===== src/rtl/ballot_pkg.sv =====
// ballot_pkg
// Shared types and constants for the ballot collector slice.
//   state_t          : collector FSM state encoding (IDLE / COLLECT / PRESENT)
//   N_VOTERS         : number of voters feeding one ballot
//   VOTER_ID_W       : width of a voter index
//   DEFAULT_TIMEOUT  : default COLLECT-phase cycle budget
//   TIMER_W          : width of the COLLECT-phase cycle counter
package ballot_pkg;

    localparam int N_VOTERS        = 4;
    localparam int VOTER_ID_W      = 2;
    localparam int DEFAULT_TIMEOUT = 16;
    localparam int TIMER_W         = 8;

    typedef enum logic [1:0] {
        ST_IDLE    = 2'd0,
        ST_COLLECT = 2'd1,
        ST_PRESENT = 2'd2
    } state_t;

    // One-hot select of a voter bit; keeps the mask/ballot update expressions short.
    function automatic logic [N_VOTERS-1:0] voter_bit(input logic [VOTER_ID_W-1:0] id);
        voter_bit = '0;
        voter_bit[id] = 1'b1;
    endfunction

endpackage


===== src/rtl/ballot_timer.sv =====
// ballot_timer
// Counts COLLECT-phase cycles and flags the last permitted cycle.
// Ports:
//   clk       in   clock
//   rst       in   synchronous active-high reset
//   i_clear   in   force the count back to 0
//   i_enable  in   advance the count by one this cycle
//   o_expire  out  count equals TIMEOUT_CYC-1 (last COLLECT cycle)
module ballot_timer
    import ballot_pkg::*;
#(
    parameter int TIMEOUT_CYC = DEFAULT_TIMEOUT
) (
    input  logic clk,
    input  logic rst,
    input  logic i_clear,
    input  logic i_enable,
    output logic o_expire
);

    localparam logic [TIMER_W-1:0] LP_LAST = TIMER_W'(TIMEOUT_CYC - 1);

    logic [TIMER_W-1:0] r_count;

    always_ff @(posedge clk) begin
        if (rst || i_clear) begin
            r_count <= '0;
        end else if (i_enable) begin
            r_count <= r_count + 1'b1;
        end
    end

    assign o_expire = (r_count == LP_LAST);

endmodule


===== src/rtl/ballot_collector.sv =====
// ballot_collector
// Gathers one vote from each of four voters into a ballot, closing the round
// either when every voter has voted or when the COLLECT cycle budget runs out,
// then presents the ballot until the downstream side acknowledges it.
// Optional feature: define BALLOT_DUP_ERR_EN to add the sticky dup_err output.
// Ports:
//   clk           in   clock, all state updates on the rising edge
//   rst           in   synchronous active-high reset
//   open_round    in   pulse that starts a round (honoured in IDLE only)
//   vote_valid    in   vote offered this cycle
//   vote_id       in   voter index 0..3
//   vote_val      in   vote value (1 = yes)
//   vote_ready    out  collector accepts votes (COLLECT state)
//   Out           out  assembled ballot, bit i = vote of voter i
//   ballot_valid  out  Out holds a closed ballot (PRESENT state)
//   ballot_ack    in   downstream consumed the ballot (honoured in PRESENT only)
//   voted_mask    out  bit i set once voter i has voted this round
//   timed_out     out  current/last round closed by timeout
//   o_dbg_state   out  FSM state, for observation
//   dup_err       out  (BALLOT_DUP_ERR_EN only) sticky repeat-vote flag
//
// Handshake: a vote transfers on a rising edge where vote_valid and vote_ready
// are both 1; repeat votes from the same voter are dropped. The ballot transfers
// on a rising edge where ballot_valid and ballot_ack are both 1.
module ballot_collector
    import ballot_pkg::*;
#(
    parameter int TIMEOUT_CYC = DEFAULT_TIMEOUT
) (
    input  logic                  clk,
    input  logic                  rst,
    input  logic                  open_round,
    input  logic                  vote_valid,
    input  logic [VOTER_ID_W-1:0] vote_id,
    input  logic                  vote_val,
    output logic                  vote_ready,
    output logic [N_VOTERS-1:0]   Out,
    output logic                  ballot_valid,
    input  logic                  ballot_ack,
    output logic [N_VOTERS-1:0]   voted_mask,
    output logic                  timed_out,
`ifdef BALLOT_DUP_ERR_EN
    output logic                  dup_err,
`endif
    output logic [1:0]            o_dbg_state
);

    state_t              r_state;
    state_t              w_next_state;
    logic [N_VOTERS-1:0] r_out;
    logic [N_VOTERS-1:0] r_mask;
    logic                r_timed_out;

    logic                w_in_collect;
    logic                w_accept;
    logic [N_VOTERS-1:0] w_mask_next;
    logic                w_expire;
    logic                w_set_timeout;
    logic                w_start;

    assign w_in_collect = (r_state == ST_COLLECT);
    assign w_start      = (r_state == ST_IDLE) && open_round;
    assign w_accept     = w_in_collect && vote_valid && !r_mask[vote_id];
    // Mask as it will be after this edge; completion is judged on this so a
    // vote landing on the final budget cycle still counts as a full ballot.
    assign w_mask_next  = w_accept ? (r_mask | voter_bit(vote_id)) : r_mask;

    // Timer is held at 0 outside COLLECT, so the first COLLECT cycle is count 0.
    ballot_timer #(
        .TIMEOUT_CYC (TIMEOUT_CYC)
    ) u_timer (
        .clk      (clk),
        .rst      (rst),
        .i_clear  (!w_in_collect),
        .i_enable (w_in_collect),
        .o_expire (w_expire)
    );

    always_comb begin
        w_next_state  = r_state;
        w_set_timeout = 1'b0;
        case (r_state)
            ST_IDLE: begin
                if (open_round) begin
                    w_next_state = ST_COLLECT;
                end
            end
            ST_COLLECT: begin
                if (&w_mask_next) begin
                    w_next_state = ST_PRESENT;
                end else if (w_expire) begin
                    w_next_state  = ST_PRESENT;
                    w_set_timeout = 1'b1;
                end
            end
            ST_PRESENT: begin
                if (ballot_ack) begin
                    w_next_state = ST_IDLE;
                end
            end
            default: begin
                w_next_state = ST_IDLE;
            end
        endcase
    end

    always_ff @(posedge clk) begin
        if (rst) begin
            r_state     <= ST_IDLE;
            r_out       <= '0;
            r_mask      <= '0;
            r_timed_out <= 1'b0;
        end else begin
            r_state <= w_next_state;
            if (w_start) begin
                r_out       <= '0;
                r_mask      <= '0;
                r_timed_out <= 1'b0;
            end else if (w_in_collect) begin
                if (w_accept) begin
                    r_out[vote_id] <= vote_val;
                end
                r_mask <= w_mask_next;
                if (w_set_timeout) begin
                    r_timed_out <= 1'b1;
                end
            end
        end
    end

`ifdef BALLOT_DUP_ERR_EN
    logic r_dup_err;

    always_ff @(posedge clk) begin
        if (rst || w_start) begin
            r_dup_err <= 1'b0;
        end else if (w_in_collect && vote_valid && r_mask[vote_id]) begin
            r_dup_err <= 1'b1;
        end
    end

    assign dup_err = r_dup_err;
`endif

    assign vote_ready   = w_in_collect;
    assign ballot_valid = (r_state == ST_PRESENT);
    assign Out          = r_out;
    assign voted_mask   = r_mask;
    assign timed_out    = r_timed_out;
    assign o_dbg_state  = r_state;

endmodule


===== config.mk =====
export PLATFORM = sky130hd
export DESIGN_NAME = ballot_collector
export DESIGN_NICKNAME = d
export VERILOG_FILES = /design/src/rtl/ballot_pkg.sv /design/src/rtl/ballot_timer.sv /design/src/rtl/ballot_collector.sv
export SDC_FILE = /design/constraint.sdc
export NUM_CORES = 1
export LEC_CHECK = 0
export BUFFER_PORTS_ARGS = -buffer_cell sky130_fd_sc_hd__buf_2
export CAP_MARGIN = 20
export CORE_UTILIZATION = 50
export CTS_CLUSTER_SIZE = 8
export DETAILED_ROUTE_END_ITERATION = 10
export GPL_TIMING_DRIVEN = 1
export PLACE_DENSITY_LB_ADDON = 0.05
export SLEW_MARGIN = 0
export SYNTH_ARGS = -nofsm -noshare
export SYNTH_HDL_FRONTEND = slang
export SYNTH_HIERARCHICAL = 1
export SYNTH_SLANG_ARGS = --single-unit

===== constraint.sdc =====
create_clock -name clk -period 1.8 [get_ports clk]
set_input_delay 0.36 -clock clk [delete_from_list [all_inputs] [get_ports clk]]
set_output_delay 0.36 -clock clk [all_outputs]
set_load 0.02 [all_outputs]

==> results of run 1 <==
-- Yosys cell counts (2+ instances only) --
master / count / area share, %
nand3b_1: 3 / 2.6
or4b_2: 2 / 2.3
a21oi_1: 9 / 5.2
nand2_1: 6 / 2.6
or3_1: 3 / 2.2
dfxtp_1: 19 / 44
inv_1: 2 / 0.87
mux2i_1: 4 / 4.6
nand4_1: 2 / 1.5
nand3_1: 5 / 2.9
nor2_1: 16 / 7.0
o21ai_0: 5 / 2.9
xor2_1: 3 / 3.0
-- registers in the layout, summed over array words and instances, names as in the netlist --
name             cells
timed_out            1
o_dbg_state          2
voted_mask           4
Out                  4
u_timer/r_count      8
-- where the power goes --
part	internal [mW]	leakage, nW	switching, mW
sequential	0.427	0.153	0.00777
clock	0.0860	0.0150	0.121
combinational	0.0347	0.255	0.0506
total	0.547	0.424	0.179
-- final timing paths --
check                     startpoint             end  slack (ns)  cells after the start
setup / recovery      o_dbg_state[0]      vote_ready        0.14                      2
hold / removal              vote_val          Out[0]        0.35                      3
setup reg to reg  u_timer/r_count[0]  o_dbg_state[0]        0.19                      5
hold reg to reg               Out[0]          Out[0]        0.47                      2
-- worst max-delay path, stage by stage, from the launching register on --
cell and delay (ns):
dfxtp_1 0.46, nor2b_2 0.34, buf_2 0.22
-- layout make-up --
type / count / share of cell area, %
timing repair buffer: 21 / 10.7
inverter: 2 / 0.749
multi-input combinational: 73 / 45.9
tap: 16 / 2.00
sequential: 19 / 38.0
clock buffer: 4 / 2.62
-- cell usage in the layout (no fill, tap or decap), types with 4 or more instances in the layout --
cell and n:
buf_2 20, mux2i_1 4, nor2_1 16, o21ai_0 5, nand3_1 5, a21oi_1 9, nand2_1 6, dfxtp_1 19
-- cell families after synthesis --
family,after synthesis
multiplexers,4
XOR/XNOR,4
buffers and inverters,5
AND/OR/NAND/NOR,47
AO/OA/AOI/OAI,17
flip-flops,19
adder cells (fa/ha/maj),1
-- per-layer routing --
layer | routed length (um) | track usage (%)
met3 | 89 | 3.75
met5 | 0 | 0
met1 | 786 | 28.4
met2 | 727 | 27.0
met4 | 10 | 5.63
-- metrics by stage --
| stage | setup slack [ns] | instances | util, % | instance area, um2 | total power, mW |
|---|---|---|---|---|---|
| floorplan | 0.0145 | 97 | - | 865 | 0.501 |
| global placement | 0.258 | 131 | 62.6 | 976 | 0.527 |
| detailed placement | 0.216 | 131 | 62.6 | 976 | 0.528 |
| CTS | 0.126 | 135 | 64.3 | 1000 | 0.735 |
| global route | 0.0313 | 135 | 64.3 | 1000 | 0.765 |
| finish | 0.137 | 135 | 64.3 | 1000 | 0.726 |
==> metrics, run 1 <==
Max VDD drop=0.495 mV; Period minus WS final=1.66 ns; CP required=1.44 ns; die height=43.5 um; H-tree depth=1; Synth Net Count=106; power density over the cells=725 mW/mm2; Pre-Repair DR Iteration Count=7; layout cell share with drive strength beyond 1=26.9%; Wirelength per Cell=12.0 um; die width=43.5 um; Lkg Pwr=0.424 nW; vias per cell=5.76; Yosys reg bits=19; Synth Area in XOR/XNOR=4.06%; setup violators final=0; row count=14; Syn. warnings=6; final hold vios=0; Total Neg Setup Slack=0 ns; fmax=601 MHz; Mean Syn Cell Area=8.89 um2; CP Data Arrival Time=1.30 ns; max-slew violation count=0; Simple-Gate Fraction of Synth Area=31.2%; register area share after synthesis=44.1%; RSZ-0062 raised after global routing=no; Final #Nets=129; status=finished with violations; largest net degree at the start of global routing=11; worst min-delay path category=in -> reg; Vias=777; Compound-Gate Fraction of Synth Area=11.8%; Worst slew margin=72.0%; max_cap viols=0; Adder-Cell Fraction of Synth Area=1.45%; Unique masters post-synth=31; initial core utilization=55.3%; Post-synth ARST share=0%; n_diodes=0; Clock Latency Late Sink=0.28 ns; failing checks=DRC; gr usage total=18.8%; input/output buffers=20; Layout area overhead=16.3%; ANT nets after route=0; Synth Flop Type=dfxtp_1; drt total wl=1610 um; startpoint types=register; Sink Count=19; initial antenna violation count=0; grt total ovfl=0; Worst Tran Pin Value=0.416 ns; CP endpoint kind=output pin; Syn Inst Count=97; Reg clk slew, reported paths=0.10 ns; Clock Root Buffer=clkbuf_4; clock buffer depth=2; crit share post-route=92.4%; hold_ws=0.348 ns; post-DP HPWL=1230 um; TritonCTS clock tree=yes; mux share of post-synthesis cell area=4.64%; die area=0.00189 mm2; Setup CP Type=reg -> out; post-CTS setup buffer count=0; PostCTS Resize Cnt=0; crit path max fanout=9; Multi-input gate area=460 um2; Ports=21; largest family of logic cells by synthesized area=simple AND/OR/NAND/NOR gates; Placer Congestion=0.808; Fillers=151; initial drt markers=21; core area=0.00156 mm2; number of global-route vias before repair=640; post-route DRC violation count=6; clk_skew=0.000912 ns; mapped cell area=862 um2; CTS Buf Count=3; Reg area=380 um2; cts hold-fix bufs=0; first-pass GRT wire length=2700 um; number of enable flip-flop cells after synthesis=0
(Power assumes the default switching activity.)
==> run 2, diff against run 1 <==
--- a/config.mk
+++ b/config.mk
@@ -12,6 +12,7 @@
 export DETAILED_ROUTE_END_ITERATION = 10
 export GPL_TIMING_DRIVEN = 1
 export PLACE_DENSITY_LB_ADDON = 0.05
+export SETUP_SLACK_MARGIN = 0.5
 export SLEW_MARGIN = 0
 export SYNTH_ARGS = -nofsm -noshare
 export SYNTH_HDL_FRONTEND = slang
==> metrics, run 2 (synthesized netlist as in run 1, its figures left out) <==
total power draw=0.762 mW (+4.9%); n_diodes=0 (unchanged); row count=14 (unchanged); final hold vios=0 (unchanged); post-DP HPWL=1210 um (-1.4%); clk_skew=0.00381 ns (+0.00290 ns); drt total wl=1910 um (+18%); commonest cells after routing, fill and taps aside=18 x buf_2, 16 x nor2_1, 13 x dfxtp_1; Placer Congestion=0.770 (-4.7%); largest net degree at the start of global routing=11 (unchanged); gr usage total=22.9% (+4.1 points); critical path's top delay family=simple AND/OR/NAND/NOR gates; CTS Buf Count=3 (unchanged); number of global-route vias before repair=736 (+15%); worst-path cell chain=ha_4 -> nand4b_1 -> nor4_4 -> or4b_4 -> o21ai_2; Crit path depth=5 (+3); core area=0.00156 mm2 (unchanged); failing checks=DRC; die area=0.00189 mm2 (unchanged); Layout Cells excl Fill=145 (+7.4%); Worst slew margin=79.9% (+7.9 points); status=finished with violations; ANT nets after route=0 (unchanged); Layout area overhead=41.1%; CP required=2.03 ns (+0.59 ns); Fillers=113 (-25%); Clock Latency Late Sink=0.29 ns (about the same); Max VDD drop=0.413 mV (-17%); Reg clk slew, reported paths=0.11 ns (about the same); final worst setup slack=0.397 ns (+0.260 ns); Post-Place Setup Slack=0.340 ns (+0.124 ns); CP max stage delay=0.49 ns (+0.03 ns); Biggest register=u_timer/r_count; max-slew violation count=0 (unchanged); clock buffer depth=2 (unchanged); Final #Nets=139 (+7.8%); Total Neg Setup Slack=0 ns (unchanged); die width=43.5 um (unchanged); commonest non-fill, non-tap cell in the layout=buf_2; Wirelength per Cell=13.2 um (+10%); Placed Cells incl. Taps=130 (-0.76%); hold_ws=0.358 ns (+0.00981 ns); input/output buffers=20 (unchanged); die height=43.5 um (unchanged); Pre-Repair DR Iteration Count=7 (unchanged); grt total ovfl=0 (unchanged); vias per cell=5.61 (-2.6%); initial drt markers=21 (unchanged); Clock Root Buffer=clkbuf_4; H-tree depth=1 (unchanged); Ports=21 (unchanged); Hold Crit Depth=3 (unchanged); Sink Count=19 (unchanged); post-route DRC violation count=5 (-1); power density over the cells=627 mW/mm2 (-14%); crit share post-route=77.9% (-14 points); fmax=713 MHz (+19%); worst-case reg-to-reg path depth=5 (unchanged); Vias=813 (+4.6%); crit path max fanout=2 (-7); RSZ-0062 raised after global routing=yes; Period minus WS final=1.40 ns (-0.260 ns); CP endpoint kind=register; TritonCTS clock tree=yes; max_cap viols=0 (unchanged); first-pass GRT wire length=3180 um (+18%); Worst Tran Pin Value=0.300 ns (-0.116 ns); crit path max-delay cell type=or4b_4; startpoint types=register; initial core utilization=55.3% (unchanged); CP bufs+invs=0 (-1); CP Data Arrival Time=1.63 ns (+0.33 ns); worst min-delay path category=in -> reg; initial antenna violation count=0 (unchanged); setup violators final=0 (unchanged); Lkg Pwr=0.501 nW (+18%); max reg flops=8 (unchanged); layout cell share with drive strength beyond 1=45.0% (+18 points); Setup CP Type=reg -> reg
-- run 2: repair_timing --
| action | CTS | global route |
|---|---|---|
| resized for setup | 6 | 17 |
| hold buffers | 0 | 0 |
| pin swaps | 5 | 5 |
| endpoints found under the setup margin | 13 | 17 |
| cloned | 0 | 0 |
| buffers inserted | 9 | 2 |
-- run 2: layout make-up --
type	instances	area, um2	area share (%)
clock buffers	4	26.3	2.16
multi-input cells	73	569	46.8
flip-flops and latches	19	398	32.7
repair buffers	31	195	16.0
inverters	2	7.51	0.617
well taps	16	20.0	1.65
-- run 2: worst reg2reg max path: cells and delay by family (launching register included) --
kind / cells / cell delay, ns
fa+ha+maj: 1 / 0.15
compound gates: 1 / 0.12
simple gates: 3 / 0.70
flops: 1 / 0.37
-- run 2: metal layers --
metal	vias to the layer above	wire length, um	global-route usage, %	part of all wire [%]
met3	4	100	6.25	5.2
met1	375	892	30.0	47
met5	-	0	0	0
met2	24	897	36.7	47
li1	410	-	-	-
met4	0	19	7.50	1.0
-- run 2: power breakdown --
| part | switching (mW) | total (mW) | internal [mW] |
|---|---|---|---|
| combinational | 0.0636 | 0.120 | 0.0560 |
| sequential | 0.00682 | 0.430 | 0.424 |
| clock | 0.126 | 0.212 | 0.0861 |
-- run 2: path summary, 6_finish.rpt --
| check | from | slack (ns) | endpoint |
|---|---|---|---|
| worst max-delay path | u_timer/r_count[0] | 0.40 | o_dbg_state[0] |
| worst min-delay path | vote_val | 0.36 | Out[2] |
| worst max register to register | u_timer/r_count[0] | 0.40 | o_dbg_state[0] |
| worst min register to register | timed_out | 0.45 | timed_out |
-- run 2: metrics by stage --
| step | instance area (um2) | utilization [%] |
|---|---|---|
| global route | 1220 | 78.0 |
| global placement | 1020 | 65.6 |
| floorplan | 930 | - |
| finish | 1220 | 78.0 |
| detailed placement | 1020 | 65.6 |
| CTS | 1130 | 72.6 |
